**src/rtl/stall_ctrl_pkg.sv**
```systemverilog
// Shared CPU pipeline-control definitions: stall encodings, ERET code, FSM states.
package stall_ctrl_pkg;

  localparam int unsigned STALL_W = 6;
  localparam int unsigned XLEN    = 32;

  localparam logic [STALL_W-1:0] STALL_NONE = 6'b000000;
  localparam logic [STALL_W-1:0] STALL_IF   = 6'b000011;
  localparam logic [STALL_W-1:0] STALL_ID   = 6'b000111;
  localparam logic [STALL_W-1:0] STALL_EX   = 6'b001111;
  localparam logic [STALL_W-1:0] STALL_MEM  = 6'b011111;

  localparam logic [XLEN-1:0] EXC_ERET = 32'h0000_000e;

  typedef enum logic {
    ST_IDLE  = 1'b0,
    ST_BLANK = 1'b1
  } state_e;

  // Deepest requester wins: a stall freezes its own stage and everything upstream.
  function automatic logic [STALL_W-1:0] stall_encode(input logic r_if, input logic r_id,
                                                      input logic r_ex, input logic r_mem);
    if (r_mem)     return STALL_MEM;
    else if (r_ex) return STALL_EX;
    else if (r_id) return STALL_ID;
    else if (r_if) return STALL_IF;
    else           return STALL_NONE;
  endfunction

endpackage

```
**src/rtl/stall_ctrl_if.sv**
```systemverilog
// Stall-request / redirect bundle between the pipeline stages and stall_ctrl.
interface stall_ctrl_if;
  import stall_ctrl_pkg::*;

  logic               stallreq_if;
  logic               stallreq_id;
  logic               stallreq_ex;
  logic               stallreq_mem;
  logic [XLEN-1:0]    excepttype_i;
  logic [XLEN-1:0]    cp0_epc_i;
  logic               wdt_clr;
  logic [STALL_W-1:0] stall;
  logic               flush;
  logic [XLEN-1:0]    new_pc;
  logic               stall_timeout;
  logic [XLEN-1:0]    stall_cnt;

  modport master (
    output stallreq_if, stallreq_id, stallreq_ex, stallreq_mem,
    output excepttype_i, cp0_epc_i, wdt_clr,
    input  stall, flush, new_pc, stall_timeout, stall_cnt
  );

  modport slave (
    input  stallreq_if, stallreq_id, stallreq_ex, stallreq_mem,
    input  excepttype_i, cp0_epc_i, wdt_clr,
    output stall, flush, new_pc, stall_timeout, stall_cnt
  );

endinterface

```
**src/rtl/stall_wdt.sv**
```systemverilog
// Stall watchdog: total stalled-cycle counter plus a sticky flag for long stall runs.
module stall_wdt #(
  parameter int unsigned STALL_TIMEOUT = 1024
) (
  input  logic        clk,
  input  logic        rst,
  input  logic        stall_any,
  input  logic        flush,
  input  logic        wdt_clr,
  output logic        stall_timeout,
  output logic [31:0] stall_cnt
);

  localparam int unsigned RUN_W = $clog2(STALL_TIMEOUT + 1);

  logic [RUN_W-1:0] run_q, run_d;
  logic [31:0]      cnt_q, cnt_d;
  logic             tmo_q, tmo_d;
  logic             set_c;

  always_ff @(posedge clk or negedge rst) begin
    if (!rst) begin
      run_q <= '0;
      cnt_q <= '0;
      tmo_q <= 1'b0;
    end else begin
      run_q <= run_d;
      cnt_q <= cnt_d;
      tmo_q <= tmo_d;
    end
  end

  // Set fires on the edge the run reaches the limit and takes priority over clear.
  always_comb begin
    run_d = run_q;
    if (!stall_any || flush)
      run_d = '0;
    else if (run_q != RUN_W'(STALL_TIMEOUT))
      run_d = run_q + RUN_W'(1);

    set_c = stall_any && !flush && (run_q == RUN_W'(STALL_TIMEOUT - 1));

    tmo_d = tmo_q;
    if (set_c)
      tmo_d = 1'b1;
    else if (wdt_clr)
      tmo_d = 1'b0;

    cnt_d = stall_any ? cnt_q + 32'd1 : cnt_q;
  end

  assign stall_timeout = tmo_q;
  assign stall_cnt     = cnt_q;

endmodule

```
**src/rtl/stall_ctrl.sv**
```systemverilog
// Pipeline stall/flush controller: stall priority, exception redirect and a
// post-flush blanking window that masks stale front-end requests.
module stall_ctrl
  import stall_ctrl_pkg::*;
#(
  parameter int unsigned     STALL_TIMEOUT = 1024,
  parameter logic [XLEN-1:0] EXC_VECTOR    = 32'hBFC0_0380,
  parameter int unsigned     BLANK_CYCLES  = 2
) (
  input  logic         clk,
  input  logic         rst,
  stall_ctrl_if.slave  bus
);

  localparam int unsigned BLANK_W = (BLANK_CYCLES > 1) ? $clog2(BLANK_CYCLES) : 1;

  state_e               state_q, state_d;
  logic [BLANK_W-1:0]   blank_q, blank_d;
  logic [STALL_W-1:0]   stall_c;
  logic                 flush_c;
  logic [XLEN-1:0]      new_pc_c;
  logic                 exc_c;

  always_ff @(posedge clk or negedge rst) begin
    if (!rst) begin
      state_q <= ST_IDLE;
      blank_q <= '0;
    end else begin
      state_q <= state_d;
      blank_q <= blank_d;
    end
  end

  // Exceptions are only taken out of reset; during reset stall still follows requests.
  always_comb begin
    state_d  = state_q;
    blank_d  = blank_q;
    stall_c  = STALL_NONE;
    flush_c  = 1'b0;
    new_pc_c = '0;
    exc_c    = rst && (bus.excepttype_i != '0);

    case (state_q)
      ST_IDLE: begin
        if (exc_c) begin
          flush_c  = 1'b1;
          new_pc_c = (bus.excepttype_i == EXC_ERET) ? bus.cp0_epc_i : EXC_VECTOR;
          state_d  = ST_BLANK;
          blank_d  = BLANK_W'(BLANK_CYCLES - 1);
        end else begin
          stall_c = stall_encode(bus.stallreq_if, bus.stallreq_id,
                                 bus.stallreq_ex, bus.stallreq_mem);
        end
      end
      ST_BLANK: begin
        stall_c = stall_encode(1'b0, 1'b0, bus.stallreq_ex, bus.stallreq_mem);
        if (blank_q == '0)
          state_d = ST_IDLE;
        else
          blank_d = blank_q - BLANK_W'(1);
      end
      default: begin
        state_d = ST_IDLE;
        blank_d = '0;
      end
    endcase
  end

  assign bus.stall  = stall_c;
  assign bus.flush  = flush_c;
  assign bus.new_pc = new_pc_c;

  stall_wdt #(
    .STALL_TIMEOUT (STALL_TIMEOUT)
  ) u_wdt (
    .clk           (clk),
    .rst           (rst),
    .stall_any     (stall_c != STALL_NONE),
    .flush         (flush_c),
    .wdt_clr       (bus.wdt_clr),
    .stall_timeout (bus.stall_timeout),
    .stall_cnt     (bus.stall_cnt)
  );

endmodule

```
**src/flat_wrapper.sv**
```systemverilog
// flat-port wrapper written by rule: the top's interface ports become plain ports
module stall_ctrl_flat import stall_ctrl_pkg::*;
#(
  parameter int unsigned     STALL_TIMEOUT = 1024,
  parameter logic [XLEN-1:0] EXC_VECTOR    = 32'hBFC0_0380,
  parameter int unsigned     BLANK_CYCLES  = 2
)
  (clk, rst, bus_stallreq_if, bus_stallreq_id, bus_stallreq_ex, bus_stallreq_mem, bus_excepttype_i, bus_cp0_epc_i, bus_wdt_clr, bus_stall, bus_flush, bus_new_pc, bus_stall_timeout, bus_stall_cnt);
  stall_ctrl_if bus_i ();
  input  logic clk;
  input  logic rst;
  input wire logic [$bits(bus_i.stallreq_if)-1:0] bus_stallreq_if;
  input wire logic [$bits(bus_i.stallreq_id)-1:0] bus_stallreq_id;
  input wire logic [$bits(bus_i.stallreq_ex)-1:0] bus_stallreq_ex;
  input wire logic [$bits(bus_i.stallreq_mem)-1:0] bus_stallreq_mem;
  input wire logic [$bits(bus_i.excepttype_i)-1:0] bus_excepttype_i;
  input wire logic [$bits(bus_i.cp0_epc_i)-1:0] bus_cp0_epc_i;
  input wire logic [$bits(bus_i.wdt_clr)-1:0] bus_wdt_clr;
  output wire logic [$bits(bus_i.stall)-1:0] bus_stall;
  output wire logic [$bits(bus_i.flush)-1:0] bus_flush;
  output wire logic [$bits(bus_i.new_pc)-1:0] bus_new_pc;
  output wire logic [$bits(bus_i.stall_timeout)-1:0] bus_stall_timeout;
  output wire logic [$bits(bus_i.stall_cnt)-1:0] bus_stall_cnt;
  assign bus_i.stallreq_if = bus_stallreq_if;
  assign bus_i.stallreq_id = bus_stallreq_id;
  assign bus_i.stallreq_ex = bus_stallreq_ex;
  assign bus_i.stallreq_mem = bus_stallreq_mem;
  assign bus_i.excepttype_i = bus_excepttype_i;
  assign bus_i.cp0_epc_i = bus_cp0_epc_i;
  assign bus_i.wdt_clr = bus_wdt_clr;
  assign bus_stall = bus_i.stall;
  assign bus_flush = bus_i.flush;
  assign bus_new_pc = bus_i.new_pc;
  assign bus_stall_timeout = bus_i.stall_timeout;
  assign bus_stall_cnt = bus_i.stall_cnt;
  stall_ctrl #(.STALL_TIMEOUT(STALL_TIMEOUT), .EXC_VECTOR(EXC_VECTOR), .BLANK_CYCLES(BLANK_CYCLES)) u_core (.clk(clk), .rst(rst), .bus(bus_i));
endmodule
```
**config.mk**
```make
export PLATFORM = sky130hd
export DESIGN_NAME = stall_ctrl_flat
export DESIGN_NICKNAME = d
export VERILOG_FILES = /design/src/rtl/stall_ctrl_pkg.sv /design/src/rtl/stall_ctrl_if.sv /design/src/rtl/stall_wdt.sv /design/src/rtl/stall_ctrl.sv /design/src/flat_wrapper.sv
export SDC_FILE = /design/constraint.sdc
export NUM_CORES = 1
export LEC_CHECK = 0
export CORE_MARGIN = 8
export CORE_UTILIZATION = 25
export DETAILED_ROUTE_END_ITERATION = 6
export SLEW_MARGIN = 20
export SYNTH_ARGS = -nofsm -noshare
export SYNTH_HDL_FRONTEND = slang
export SYNTH_SLANG_ARGS = --single-unit
```
**constraint.sdc**
```tcl
create_clock -name clk -period 3.79 [get_ports clk]
set_input_delay 0.379 -clock clk [delete_from_list [all_inputs] [get_ports clk]]
set_output_delay 0.379 -clock clk [all_outputs]
set_load 0.01 [all_outputs]
```
# Yosys cells after proc, flatten, opt, wreduce, memory -nomap -nowiden
# Index checks and enable logic that the tools add are counted.
[classes] addsub=3 n_mul=0 n_div=0 n_lt_le_gt_ge=0 eq_ne=4 shift=0 n_mux=22 n_bitwise=1 n_reduce_logical=10
[ops] operator="$mux 32" n=3
[ops] operator="$add 32x1->32 const B" n=1
[ops] operator="$eq 32x4->1 const B" n=1
[ops] operator="$reduce_bool 32->1" n=1
[ops] operator="$mux 6" n=5
[ops] operator="$mux 11" n=2
[ops] operator="$pmux 6 s2" n=1
[ops] operator="$add 11x1->11 const B" n=1
[ops] operator="$eq 11x10->1 const B" n=1
[ops] operator="$ne 11x11->1 const B" n=1
[ops] operator="$mux 1" n=7
[ops] operator="$reduce_bool 6->1" n=1
[ops] operator="$mux 4" n=1
[ops] operator="$pmux 1 s2" n=2
[ops] operator="$reduce_bool 2->1" n=2
[ops] operator="$logic_and 1x1->1" n=3
[ops] operator="$logic_not 1->1" n=2
[ops] operator="$mux 2" n=1
[ops] operator="$ne 2x1->1 const B" n=1
[ops] operator="$logic_or 1x1->1" n=1
[ops] operator="$not 1->1" n=1
[ops] operator="$sub 1x1->1 const B" n=1
[word_totals] regBits=46 latch_bits=0 ramBits=0 romBits=0 output_inout_bits=72 word_cells=45 mem_count=0

# Depth between registers and ports, before layout
[logic_depth] ltp_word=10 ltp_mapped=7

# Hierarchy
# From an unflattened synthesis, not the netlist that was laid out.
[hier_totals] hier_cells=270 hier_area_um2=2580.0
[by_module_without_submodules] mod="stall_wdt" n_inst=1 cells_per_inst=183 area_each_um2=2059.5 seq_area_each_um2=1101.1
[by_module_without_submodules] mod="stall_ctrl" n_inst=1 cells_per_inst=87 area_each_um2=520.5 seq_area_each_um2=50.0

# Least setup slack after synthesis
# No wires, ideal clock.
[synth_timing] path_type="input-to-output" startpoint="in bus_excepttype_i[25]" endpoint="out bus_stall[1]" arrival_time_ps=1992 t_required_ps=3411 setup_slack_ps=1419 cell_stages=7 cell_sequence="nor4_1 -> nand4_2 -> nor4b_4 -> nor2_2 -> buf_2 -> inv_1 -> buf_4"
[synth_via] elab_chain_len=4
[synth_rtl] element="start: declaration" line="flat_wrapper.sv:16" source="input wire logic [$bits(bus_i.excepttype_i)-1:0] bus_excepttype_i;"
[synth_rtl] element="$reduce_bool 32->1" line="stall_ctrl.sv:41" source="exc_c = rst && (bus.excepttype_i != '0);"
[synth_rtl] element="$logic_and 1x1->1" line="stall_ctrl.sv:41"
[synth_rtl] element="$mux 6" line="stall_ctrl.sv:45" source="if (exc_c) begin"
[synth_rtl] element="$pmux 6 s2" line="stall_ctrl.sv:43" source="case (state_q)"
[synth_rtl] element="end: declaration" line="flat_wrapper.sv:19" source="output wire logic [$bits(bus_i.stall)-1:0] bus_stall;"
# No other way between the ends.

# Worst setup path in the final report
[layout_timing] startpoint="in bus_excepttype_i[16]" endpoint="out bus_new_pc[11]"
[layout_via] elab_chain_len=4 elab_cells_between_ends=6
[layout_rtl] element="$eq 32x4->1 or $reduce_bool 32->1 (tied branches)" line="stall_ctrl.sv:47, stall_ctrl.sv:41"
[layout_rtl] element="$mux 32 or $logic_and 1x1->1 (tied branches)" line="stall_ctrl.sv:47, stall_ctrl.sv:41"
[layout_rtl] element="$mux 32 *" line="stall_ctrl.sv:45"
[layout_rtl] element="$mux 32 *" line="stall_ctrl.sv:43"
[layout_rtl] element="end: declaration" line="flat_wrapper.sv:21" source="output wire logic [$bits(bus_i.new_pc)-1:0] bus_new_pc;"
# Mark *: on every way between the ends. The rest lies on a longest branch, timed or not.

==> summary.txt <==
Drt
  • Via count: 2588
  • Router iterations before antenna repair: 4
  • Final Routed Wirelength: ~8800 microns
  • WL per Instance: 15.5 microns
  • DRT iter0 DRCs: 100
  • Vias/cell: approximately 4.6
  • Post-route ant nets: 0
  • DR DRC count: 0

Clocking
  • CTS resizes: 0
  • Worst skew pair latency: 0.29 ns
  • CTS Buf Count: 5
  • Htree depth: 2
  • Root Buffer: clkbuf_8
  • CTS tree: yes
  • Clock buffer depth: 2
  • Sink Count: 46
  • # hold bufs at CTS: 0
  • Setup bufs post-CTS: 0
  • Worst-path clk slew: 0.09 ns

Worst hold path
  • Min-delay worst type: input port to asynchronous set/reset pin

STA
  • Tcrit/Tclk final: about four fifths
  • Least-Margin Pin Slew: roughly 0.8 ns
  • Minimum clock period: between 3 and 4 ns
  • Setup TNS: 0 ns
  • RSZ-0062 raised after global routing: no
  • Pins Over Slew Limit: 0
  • Slew margin rel.: between 40% and 50%
  • Clock Skew: between 0.007 and 0.008 ns
  • Hold Fails Final Rpt: 0
  • Setup Viol. Count Final: 0
  • F_max: around 0.33 GHz
  • Setup ws final: just over 0.7 ns

Die
  • Initial core utilization: 25.4%
  • FP Rows: 38
  • Num ports: 143
  • Core ar.: 10700 sq um
  • Die area: approximately 15000 sq um
  • Chip Width: between 100 and 150 microns
  • Die height: 121 microns

Synthesis
  • Syn_nets: ~360
  • Syn avg cell area: 9.62 sq um
  • Synth Warn #: 0
  • Top FF cell, synth: dfrtp_1
  • Post-synthesis cell count: around 280
  • Post-synthesis sequential area ratio: between 40% and 50%
  • EDFF count, synth: 0
  • Mapped Area: 2730 sq um
  • Asr flop ratio synth: 100%
  • Register bit total from synthesis: between 40 and 50
  • Synth cell types: 43

Critical path
  • Setup CP Type: input port to output pin
  • WP data arrival: roughly 2.7 ns
  • Register-to-Register Path Depth: 5
  • Startpoint Class: input port
  • Crit path required time: about 3.4 ns
  • Reg2Reg Setup Slack: about 1.6 ns
  • Crit path max fanout: 20
  • CP Capture Type: output pin

Flow run
  • Max_cap viols: 0

Power and ir drop
  • P_leak: 1.79 nW
  • Pwr/cell area: between 300 and 400 nW/um^2
  • Worst VDD drop: ~0.00016 V
  • Overall Power: ~1.6 mW

Placement
  • Pre-CTS setup slack: 0.716 ns
  • GPL Wtd Cong: between 0.7 and 0.8
  • PortBufs: between 100 and 150
  • Dpl hpwl: about 7000 microns
  • DP Area: between 4000 and 5000 sq um

Global routing
  • First-pass GRT wire length: ~14000 microns
  • Largest net degree at the start of global routing: between 40 and 50
  • Grt ovf: 0
  • Initial antenna violation count: 0
  • GRT Total Usage: 11.9%
  • Vias in the first global route: 2790

Final layout
  • Fraction of layout instances using a drive strength above 1: between 7 and 8%
  • Area Growth Syn to Fin: 61.2%
  • Layout net count: roughly 500
  • Post-Layout Inst Area: 4410 sq um
  • Final Util: roughly 41%
  • Number of diodes: 0
  • FILL cells: about 1100

Outcome
  • Outcome: finished, final reports clean
## placed cells by master (no fill, tap or decap), drive strengths merged, types with 11 or more instances in the layout
cell type,synthesis,routed
nor2,22,22
o211ai,12,12
nand3,11,11
clkdlybuf4s50,0,140
dfrtp,46,46
a21oi,16,16
and3,12,12
xnor2,33,33
nor4,11,11
inv,22,22
and2,21,21
## flip-flops by register name, indices dropped and copies added (netlist names)
signal	cells
u_core.u_wdt.run_q	11
u_core.state_q	1
u_core.blank_q	1
u_core.u_wdt.stall_cnt	32
u_core.u_wdt.stall_timeout	1
## kinds of logic (layout without fill, tap and decap cells)
| kind of cell | after synthesis | in the layout | synth area share, % |
|---|---|---|---|
| adders and majority gates | 3 | 3 | 1.37 |
| xor gates and xnor gates | 40 | 40 | 12.8 |
| DFF | 46 | 46 | 42.1 |
| other | 1 | 1 | 0.137 |
| AOI/OAI and AO/OA | 52 | 52 | 12.9 |
| and+or+nand+nor | 105 | 105 | 24.3 |
| buffers and inverters | 35 | 177 | 5.59 |
| muxes | 2 | 2 | 0.824 |
## layout make-up
type	count	area (sq um)	share of cell area, %
Clock buffer	6	72.6	1.65
Clock inverter	2	37.5	0.852
Inverter	22	82.6	1.87
Multi-Input combinational cell	203	1440	32.6
Sequential cell	46	1150	26.1
Tap cell	140	175	3.98
Timing Repair Buffer	147	1450	32.9
## worst paths after layout
kind | from | to
worst min-delay path | rst | u_core.u_wdt.stall_cnt[26]
worst max register to register | u_core.u_wdt.stall_cnt[3] | u_core.u_wdt.stall_cnt[19]
min in group clk | u_core.u_wdt.stall_cnt[31] | u_core.u_wdt.stall_cnt[31]
worst min register to register | u_core.u_wdt.stall_cnt[31] | u_core.u_wdt.stall_cnt[31]
worst max-delay path | bus_excepttype_i[16] | bus_new_pc[11]
max in group asynchronous | rst | u_core.u_wdt.stall_cnt[7]
## metal layers
| metal | up-vias | wire (microns) | GRT usage (%) |
|---|---|---|---|
| met2 | 93 | 4250 | 20.1 |
| li1 | 1276 | - | - |
| met5 | - | 0 | 0 |
| met1 | 1213 | 3470 | 12.9 |
| met3 | 6 | 959 | 6.01 |
| met4 | 0 | 95 | 2.89 |
## through the flow
step	std cells	hold WS, ns
after detailed placement	558	0.474
after global placement	558	0.461
after CTS	566	0.250
after floorplan	284	0.0834
after global routing	566	0.270
final	566	0.213
## cells in the mapped netlist, drive strengths merged (2+ instances only)
library cell	n	area [sq um]
and3	12	75.1
o21bai	2	15.0
a21oi	16	80.1
nor3	6	35.0
nor2	22	85.1
and2	21	131
nand2	8	30.0
buf	6	43.8
and4	2	17.5
nand4b	2	17.5
nand2b	2	12.5
xor2	7	61.3
clkbuf	7	26.3
nand3	11	55.1
o21ai	8	40.0
xnor2	33	289
nor4	11	115
o2111ai	8	70.1
ha	3	37.5
dfrtp	46	1150
nand4	4	37.5
inv	22	82.6
o211ai	12	90.1
mux2	2	22.5
nor4b	2	32.5
## report_power, final
part	internal, mW	leakage [nW]	switching (mW)	total, mW
clock network	0.197	0.0514	0.170	0.367
registers	0.553	0.623	0.0853	0.638
logic	0.333	1.12	0.277	0.610
total	1.08	1.79	0.533	1.62
## critical path, cell delays in order
cell	delay [ns]
clkdlybuf4s50_1	0.40
nor4_1	0.33
nand4_2	0.30
nor4_2	0.33
buf_4	0.24
and2_1	0.15
clkdlybuf4s50_1	0.55
No activity file was read; power rests on OpenSTA's default activity.
